<file path="config.mk">
export PLATFORM = sky130hd
export DESIGN_NAME = enigma_rotor_stack_flat
export DESIGN_NICKNAME = d
export VERILOG_FILES = /design/src/rtl/enigma_pkg.sv /design/src/rtl/enigma_rotor_stack_if.sv /design/src/rtl/enigma_rotor_map.sv /design/src/rtl/enigma_rotor_stack.sv /design/src/flat_wrapper.sv
export SDC_FILE = /design/constraint.sdc
export NUM_CORES = 1
export LEC_CHECK = 0
export CAP_MARGIN = 20
export CORE_ASPECT_RATIO = 1.25
export CORE_UTILIZATION = 65
export CTS_BUF_LIST = sky130_fd_sc_hd__clkbuf_2
export CTS_CLUSTER_SIZE = 24
export DETAILED_ROUTE_END_ITERATION = 12
export PLACE_DENSITY = 0.95
export SLEW_MARGIN = 20
export SYNTH_ARGS = -nofsm -noshare
export SYNTH_HDL_FRONTEND = slang
export SYNTH_SLANG_ARGS = --single-unit
</file>
<file path="constraint.sdc">
create_clock -name clk -period 11.2 [get_ports clk]
set_input_delay 2.24 -clock clk [delete_from_list [all_inputs] [get_ports clk]]
set_output_delay 2.24 -clock clk [all_outputs]
set_load 0.1 [all_outputs]
</file>
<file path="src/rtl/enigma_pkg.sv">
// Shared types, wiring tables and helpers for the Enigma rotor stack.
// Tables cover a fixed 26-letter alphabet (A=0 .. Z=25).
package enigma_pkg;

    localparam int unsigned ALPHA = 26;
    localparam int unsigned LW    = 5;

    typedef logic [LW-1:0] letter_t;
    typedef logic [1:0]    rotor_sel_t;
    typedef int unsigned   wiring_t [ALPHA];

    localparam letter_t LETTER_LAST = letter_t'(ALPHA - 1);
    localparam letter_t LETTER_LIM  = letter_t'(ALPHA);

    // Rotor I/II/III forward wirings and their inverses; identity (sel 11) needs no table.
    localparam wiring_t WIRE_I   = '{ 4, 10, 12,  5, 11,  6,  3, 16, 21, 25, 13, 19, 14,
                                     22, 24,  7, 23, 20, 18, 15,  0,  8,  1, 17,  2,  9};
    localparam wiring_t WIRE_II  = '{ 0,  9,  3, 10, 18,  8, 17, 20, 23,  1, 11,  7, 22,
                                     19, 12,  2, 16,  6, 25, 13, 15, 24,  5, 21, 14,  4};
    localparam wiring_t WIRE_III = '{ 1,  3,  5,  7,  9, 11,  2, 15, 17, 19, 23, 21, 25,
                                     13, 24,  4,  8, 22,  6,  0, 10, 12, 20, 18, 16, 14};
    localparam wiring_t INV_I    = '{20, 22, 24,  6,  0,  3,  5, 15, 21, 25,  1,  4,  2,
                                     10, 12, 19,  7, 23, 18, 11, 17,  8, 13, 16, 14,  9};
    localparam wiring_t INV_II   = '{ 0,  9, 15,  2, 25, 22, 17, 11,  5,  1,  3, 10, 14,
                                     19, 24, 20, 16,  6,  4, 13,  7, 23, 12,  8, 21, 18};
    localparam wiring_t INV_III  = '{19,  0,  6,  1, 15,  2, 18,  3, 16,  4, 20,  5, 21,
                                     13, 25,  7, 24,  8, 23,  9, 22, 11, 17, 10, 14, 12};
    localparam wiring_t REFL_B   = '{24, 17, 20,  7, 16, 18, 11,  3, 15, 23, 13,  6, 14,
                                     10, 12,  8,  4,  1,  5, 25,  2, 22, 21,  9,  0, 19};

    localparam letter_t NOTCH_I   = letter_t'(16);
    localparam letter_t NOTCH_II  = letter_t'(4);
    localparam letter_t NOTCH_III = letter_t'(21);
    localparam letter_t NOTCH_ID  = letter_t'(25);

    typedef enum logic [2:0] {
        S_IDLE,
        S_STEP,
        S_FWD,
        S_REFL,
        S_BWD,
        S_DONE
    } state_e;

    function automatic letter_t wire_lookup(input rotor_sel_t sel, input logic inv,
                                            input letter_t idx);
        int unsigned v;
        v = 0;
        case ({inv, sel})
            3'b000:  v = WIRE_I[idx];
            3'b001:  v = WIRE_II[idx];
            3'b010:  v = WIRE_III[idx];
            3'b100:  v = INV_I[idx];
            3'b101:  v = INV_II[idx];
            3'b110:  v = INV_III[idx];
            default: v = 32'(idx);
        endcase
        return letter_t'(v);
    endfunction

    function automatic letter_t notch_of(input rotor_sel_t sel);
        case (sel)
            2'b00:   return NOTCH_I;
            2'b01:   return NOTCH_II;
            2'b10:   return NOTCH_III;
            default: return NOTCH_ID;
        endcase
    endfunction

    function automatic letter_t letter_inc(input letter_t p);
        return (p == LETTER_LAST) ? '0 : p + letter_t'(1);
    endfunction

    function automatic letter_t letter_clamp(input letter_t l);
        return (l >= LETTER_LIM) ? '0 : l;
    endfunction

    function automatic letter_t reflect(input letter_t l);
        return letter_t'(REFL_B[l]);
    endfunction

endpackage

</file>
<file path="src/rtl/enigma_rotor_stack_if.sv">
// Letter-in / letter-out valid-ready bus of the Enigma rotor stack.
interface enigma_rotor_stack_if;

    logic                in_valid;
    logic                in_ready;
    enigma_pkg::letter_t in_letter;
    logic                out_valid;
    logic                out_ready;
    enigma_pkg::letter_t out_letter;

    modport master (
        output in_valid, in_letter, out_ready,
        input  in_ready, out_valid, out_letter
    );

    modport slave (
        input  in_valid, in_letter, out_ready,
        output in_ready, out_valid, out_letter
    );

endinterface

</file>
<file path="src/rtl/enigma_rotor_map.sv">
// One rotor pass: offset by position, forward or inverse wiring lookup, remove offset.
// Purely combinational; time-shared by the stack across all FWD/BWD cycles.
module enigma_rotor_map
    import enigma_pkg::*;
(
    input  letter_t    letter_in,
    input  letter_t    pos,
    input  rotor_sel_t sel,
    input  logic       inv,
    output letter_t    letter_out_c
);

    localparam int unsigned   SW      = LW + 1;
    localparam logic [SW-1:0] ALPHA_S = SW'(ALPHA);

    logic [SW-1:0] sum_c;
    letter_t       idx_c;
    letter_t       wired_c;

    // Modular add/subtract by a single conditional correction of ALPHA.
    always_comb begin
        sum_c        = {1'b0, letter_in} + {1'b0, pos};
        idx_c        = (sum_c >= ALPHA_S) ? LW'(sum_c - ALPHA_S) : LW'(sum_c);
        wired_c      = wire_lookup(sel, inv, idx_c);
        letter_out_c = (wired_c >= pos) ? LW'({1'b0, wired_c} - {1'b0, pos})
                                        : LW'({1'b0, wired_c} + ALPHA_S - {1'b0, pos});
    end

endmodule

</file>
<file path="src/rtl/enigma_rotor_stack.sv">
// Enigma scrambler: NUM_ROTORS stepping rotors, reflector B, one letter per transaction.
// Define ENIGMA_DOUBLE_STEP_EN for the historical middle-rotor double step.
module enigma_rotor_stack
    import enigma_pkg::*;
#(
    parameter int unsigned NUM_ROTORS = 3
) (
    input  logic                       clk,
    input  logic                       resetn,
    input  logic [2*NUM_ROTORS-1:0]    rotor_sel,
    input  logic                       load_en,
    input  logic [LW*NUM_ROTORS-1:0]   load_pos,
    enigma_rotor_stack_if.slave        bus,
    output logic [LW*NUM_ROTORS-1:0]   pos_out
);

    localparam int unsigned    IW       = (NUM_ROTORS > 1) ? $clog2(NUM_ROTORS) : 1;
    localparam logic [IW-1:0]  IDX_LAST = IW'(NUM_ROTORS - 1);

    state_e                          state_q, state_d;
    logic [IW-1:0]                   idx_q, idx_d;
    letter_t                         cur_q, cur_d;
    letter_t                         out_letter_q, out_letter_d;
    logic                            out_valid_q, out_valid_d;
    logic [NUM_ROTORS-1:0][LW-1:0]   pos_q, pos_d;
    logic [NUM_ROTORS-1:0][1:0]      sel_q, sel_d;
    logic [NUM_ROTORS-1:0]           step_c;
    letter_t                         map_out_c;

    enigma_rotor_map u_map (
        .letter_in    (cur_q),
        .pos          (pos_q[idx_q]),
        .sel          (sel_q[idx_q]),
        .inv          (state_q == S_BWD),
        .letter_out_c (map_out_c)
    );

    // Which rotors advance this STEP cycle, judged on pre-step positions.
    always_comb begin : step_gen
`ifndef ENIGMA_DOUBLE_STEP_EN
        logic carry;
        carry = 1'b1;
`endif
        step_c    = '0;
        step_c[0] = 1'b1;
        for (int i = 1; i < int'(NUM_ROTORS); i++) begin
`ifdef ENIGMA_DOUBLE_STEP_EN
            step_c[i] = (pos_q[i-1] == notch_of(sel_q[i-1])) ||
                        ((i < int'(NUM_ROTORS) - 1) && (pos_q[i] == notch_of(sel_q[i])));
`else
            carry     = carry && (pos_q[i-1] == notch_of(sel_q[i-1]));
            step_c[i] = carry;
`endif
        end
    end

    always_comb begin : next_state
        state_d      = state_q;
        idx_d        = idx_q;
        cur_d        = cur_q;
        out_letter_d = out_letter_q;
        out_valid_d  = out_valid_q;
        pos_d        = pos_q;
        sel_d        = sel_q;
        case (state_q)
            S_IDLE: begin
                if (load_en) begin
                    for (int i = 0; i < int'(NUM_ROTORS); i++) begin
                        pos_d[i] = letter_clamp(load_pos[LW*i +: LW]);
                    end
                end else if (bus.in_valid) begin
                    cur_d   = letter_clamp(bus.in_letter);
                    sel_d   = rotor_sel;
                    state_d = S_STEP;
                end
            end
            S_STEP: begin
                for (int i = 0; i < int'(NUM_ROTORS); i++) begin
                    if (step_c[i]) begin
                        pos_d[i] = letter_inc(pos_q[i]);
                    end
                end
                idx_d   = '0;
                state_d = S_FWD;
            end
            S_FWD: begin
                cur_d = map_out_c;
                if (idx_q == IDX_LAST) begin
                    state_d = S_REFL;
                end else begin
                    idx_d = idx_q + IW'(1);
                end
            end
            S_REFL: begin
                cur_d   = reflect(cur_q);
                idx_d   = IDX_LAST;
                state_d = S_BWD;
            end
            S_BWD: begin
                cur_d = map_out_c;
                if (idx_q == '0) begin
                    out_letter_d = map_out_c;
                    out_valid_d  = 1'b1;
                    state_d      = S_DONE;
                end else begin
                    idx_d = idx_q - IW'(1);
                end
            end
            S_DONE: begin
                if (bus.out_ready) begin
                    out_valid_d = 1'b0;
                    state_d     = S_IDLE;
                end
            end
            default: begin
                out_valid_d = 1'b0;
                state_d     = S_IDLE;
            end
        endcase
    end

    always_ff @(posedge clk or negedge resetn) begin
        if (!resetn) begin
            state_q      <= S_IDLE;
            idx_q        <= '0;
            cur_q        <= '0;
            out_letter_q <= '0;
            out_valid_q  <= 1'b0;
            pos_q        <= '0;
            sel_q        <= '0;
        end else begin
            state_q      <= state_d;
            idx_q        <= idx_d;
            cur_q        <= cur_d;
            out_letter_q <= out_letter_d;
            out_valid_q  <= out_valid_d;
            pos_q        <= pos_d;
            sel_q        <= sel_d;
        end
    end

    // in_ready must drop in the same cycle load_en is raised, so it is decoded here.
    assign bus.in_ready   = (state_q == S_IDLE) && !load_en;
    assign bus.out_valid  = out_valid_q;
    assign bus.out_letter = out_letter_q;
    assign pos_out        = pos_q;

endmodule

</file>
<file path="src/flat_wrapper.sv">
// flat-port wrapper written by rule: the top's interface ports become plain ports
module enigma_rotor_stack_flat import enigma_pkg::*;
#(
    parameter int unsigned NUM_ROTORS = 3
)
  (clk, resetn, rotor_sel, load_en, load_pos, pos_out, bus_in_valid, bus_in_letter, bus_out_ready, bus_in_ready, bus_out_valid, bus_out_letter);
  enigma_rotor_stack_if bus_i ();
  input  logic clk;
  input  logic resetn;
  input  logic [2*NUM_ROTORS-1:0] rotor_sel;
  input  logic load_en;
  input  logic [LW*NUM_ROTORS-1:0] load_pos;
  output logic [LW*NUM_ROTORS-1:0] pos_out;
  input wire logic [$bits(bus_i.in_valid)-1:0] bus_in_valid;
  input wire logic [$bits(bus_i.in_letter)-1:0] bus_in_letter;
  input wire logic [$bits(bus_i.out_ready)-1:0] bus_out_ready;
  output wire logic [$bits(bus_i.in_ready)-1:0] bus_in_ready;
  output wire logic [$bits(bus_i.out_valid)-1:0] bus_out_valid;
  output wire logic [$bits(bus_i.out_letter)-1:0] bus_out_letter;
  assign bus_i.in_valid = bus_in_valid;
  assign bus_i.in_letter = bus_in_letter;
  assign bus_i.out_ready = bus_out_ready;
  assign bus_in_ready = bus_i.in_ready;
  assign bus_out_valid = bus_i.out_valid;
  assign bus_out_letter = bus_i.out_letter;
  enigma_rotor_stack #(.NUM_ROTORS(NUM_ROTORS)) u_core (.clk(clk), .resetn(resetn), .rotor_sel(rotor_sel), .load_en(load_en), .load_pos(load_pos), .bus(bus_i), .pos_out(pos_out));
endmodule
</file>
==> flow_summary.ini <==
[detailed_routing]
final_antenna_net_count = 0
post_drt_wl_per_cell_um = 22.62
via_per_inst = 7.443
num_vias = 5999
dr.first_iter.drc_count = 661
firstDrtPassIters = 6
drt_wl_total_mm = 18.23
drc = 0

[worst_hold_path]
hold_class = register to register
min_to = u_core.bus.out_letter[2]
holdPathStages = 1
min_from = u_core.bus.out_letter[2]

[clocking]
cts_sinks = 37
cts_tree = done
cts-root-buf = clkbuf_2
cts_buffers = 5
postCtsSetupBuffers = 0
post_cts_resized = 0
htree_levels = 2
cts.clk_slew.worst_paths_ns = 0.21
clk-insertion-delay-late_ns = 0.45
ctsHoldBuffers = 0
clock_path_buffers = 2

[floorplan]
start_util_pct = 66.80
std_cell_rows = 36
die_x_um = 82.04
fp.dieH_um = 102.1
pin_count = 53
core_area_um2 = 7792
die_area_um2 = 8372

[layout]
drive_above_1_share_pct = 7.454
num_antenna_cells = 0
num-nets-final = 791
area_growth_pct = 11.11
postLayoutCellArea_um2 = 5783
fin_cells = 806
mostFrequentLayoutCell = a21oi_1
layout_common_cells = a21oi_1 (68), nand2_1 (61), nor2_1 (60)

[synthesis]
synth_nets = 766
yosysWarnings = 0
ys_types = 82
synth_top_area_share_pct = 17.79
ys_async_sr_fraction_pct = 100.0
ys_top_cells_by_area = dfrtp_1 (18%), ha_1 (11%), a21oi_1 (6.5%)
yosysSeqAreaShare_pct = 17.79
ys.flop_type = dfrtp_1
synth_cells = 685
synthesis.area_um2 = 5205
avgSynthCellArea_um2 = 7.599
synth-seq-cells = 37
synth-edff-count = 0
synth_top_area_cell = dfrtp_1

[worst_setup_path]
cp-end-kind = register
critPathRequiredTime_ns = 11.56
r2r_cells = 25
rrSetupSlack_ns = 3.00
timing.rr.start = u_core.idx_q[0]
arrival_ns = 8.56
worstSetupStartpointType = register
crit_type = register to register
crit_path_max_fanout = 33
r2r_end = u_core.cur_q[3]

[grt]
grt_max_degree = 39
track_usage_pct = 45.65
grt_pass1_vias = 5654
grt-ovfl-total = 0
grt_pass1_wl_mm = 29.15
grt_antenna_before_repair = 0

[sta]
finalHoldViolCount = 0
rsz0062_at_grt = no
tns_ns = 0
slew_violations = 0
fin_crit_sh_pct = 73.19
tightest_slew_ns = 0.9971
fin_crit_ns = 8.197
slew_headroom_pct = 33.53
fin_skew_ns = 0.01561
setup-violations-final = 0
fmax_mhz = 122.0

[placed_design]
io_buffers = 52
place_area_um2 = 5693
dp.cells = 798
place_congestion = 1.032
dp_hpwl_mm = 13.08

[run_status]
status = finished, final reports clean

[run]
maxCapViolations = 0
## cells by family after synthesis
kind of cell | share of synthesized area, %
compound gates | 35.00
simple gates | 19.30
buf+inv | 6.514
fa+ha+maj | 12.60
flops | 17.79
mux | 6.106
xor+xnor | 2.692
## state kept, by name, indices dropped and copies added (netlist names)
register and count:
u_core.bus.out_letter 5, u_core.bus.out_valid 1, u_core.cur_q 5, u_core.idx_q 2
u_core.pos_out 15, u_core.sel_q 6, u_core.state_q 3
## cell usage after synthesis, drive strengths merged, types with 6 or more instances
| library cell | n |
|---|---|
| nor2 | 62 |
| mux2i | 16 |
| o22ai | 8 |
| a221oi | 6 |
| mux2 | 12 |
| nor3 | 19 |
| o31ai | 6 |
| nand3 | 17 |
| buf | 16 |
| clkbuf | 23 |
| xor2 | 13 |
| and3 | 7 |
| inv | 40 |
| a31oi | 11 |
| o21ai | 64 |
| nand2 | 61 |
| a211o | 7 |
| a21oi | 70 |
| ha | 46 |
| o211ai | 8 |
| a211oi | 18 |
| o21a | 9 |
| dfrtp | 37 |
## critical path, stage by stage (launching register included)
cell	delay [ns]
dfrtp_1	0.64
nor2b_1	0.62
nand2_1	0.11
o21ai_0	0.18
ha_1	0.33
fa_1	0.25
xor2_1	0.48
inv_1	0.26
ha_1	0.37
inv_1	0.20
a21oi_4	0.11
nor2_4	0.69
clkinv_2	0.51
a21oi_1	0.60
o221ai_1	0.26
a211o_1	0.39
a32oi_1	0.20
ha_1	0.28
inv_1	0.07
ha_1	0.19
inv_1	0.07
fa_1	0.41
xnor2_1	0.25
o21ai_0	0.16
a222oi_1	0.35
mux2i_1	0.11
## through the flow
stage	utilization (%)	setup slack, ns	hold slack (ns)
finish	74.21	3.003	0.5497
global route	74.21	2.610	0.5732
CTS	74.21	3.512	0.5479
detailed placement	73.06	3.546	0.4942
global placement	73.06	3.754	0.4801
floorplan	-	3.836	0.5030
## metal layers
| metal | GRT usage, % | vias up | share of wire (%) |
|---|---|---|---|
| met3 | 10.54 | 141 | 9.8 |
| met5 | 0 | - | 0 |
| met4 | 34.28 | 0 | 8.4 |
| met1 | 51.25 | 2764 | 35 |
| met2 | 74.25 | 482 | 46 |
| li1 | - | 2612 | - |
## final cells by class
type	count	area, um^2
repair buffers	57	553.0
clock buffers	5	25.02
inverters	41	155.1
well taps	95	118.9
clock inverters	3	65.06
multi-input cells	568	3940
fillers	558	2009
flip-flops and latches	37	925.9
## how the worst max path moves through the flow
stage / end / slack (ns) / cells past startpoint / startpoint
2_1_floorplan: bus_in_ready / 3.84 / 1 / load_en
3_3_place_gp: u_core.cur_q[4] / 3.75 / 26 / u_core.idx_q[0]
3_5_place_dp: u_core.cur_q[3] / 3.55 / 26 / u_core.idx_q[0]
4_1_cts: u_core.cur_q[3] / 3.51 / 25 / u_core.idx_q[0]
5_1_grt: u_core.cur_q[3] / 2.61 / 26 / u_core.idx_q[0]
6_report: u_core.cur_q[3] / 3.00 / 25 / u_core.idx_q[0]
Power is not shown: default switching activity piles up to over one toggle a cycle in this logic, so the estimate is an artifact.
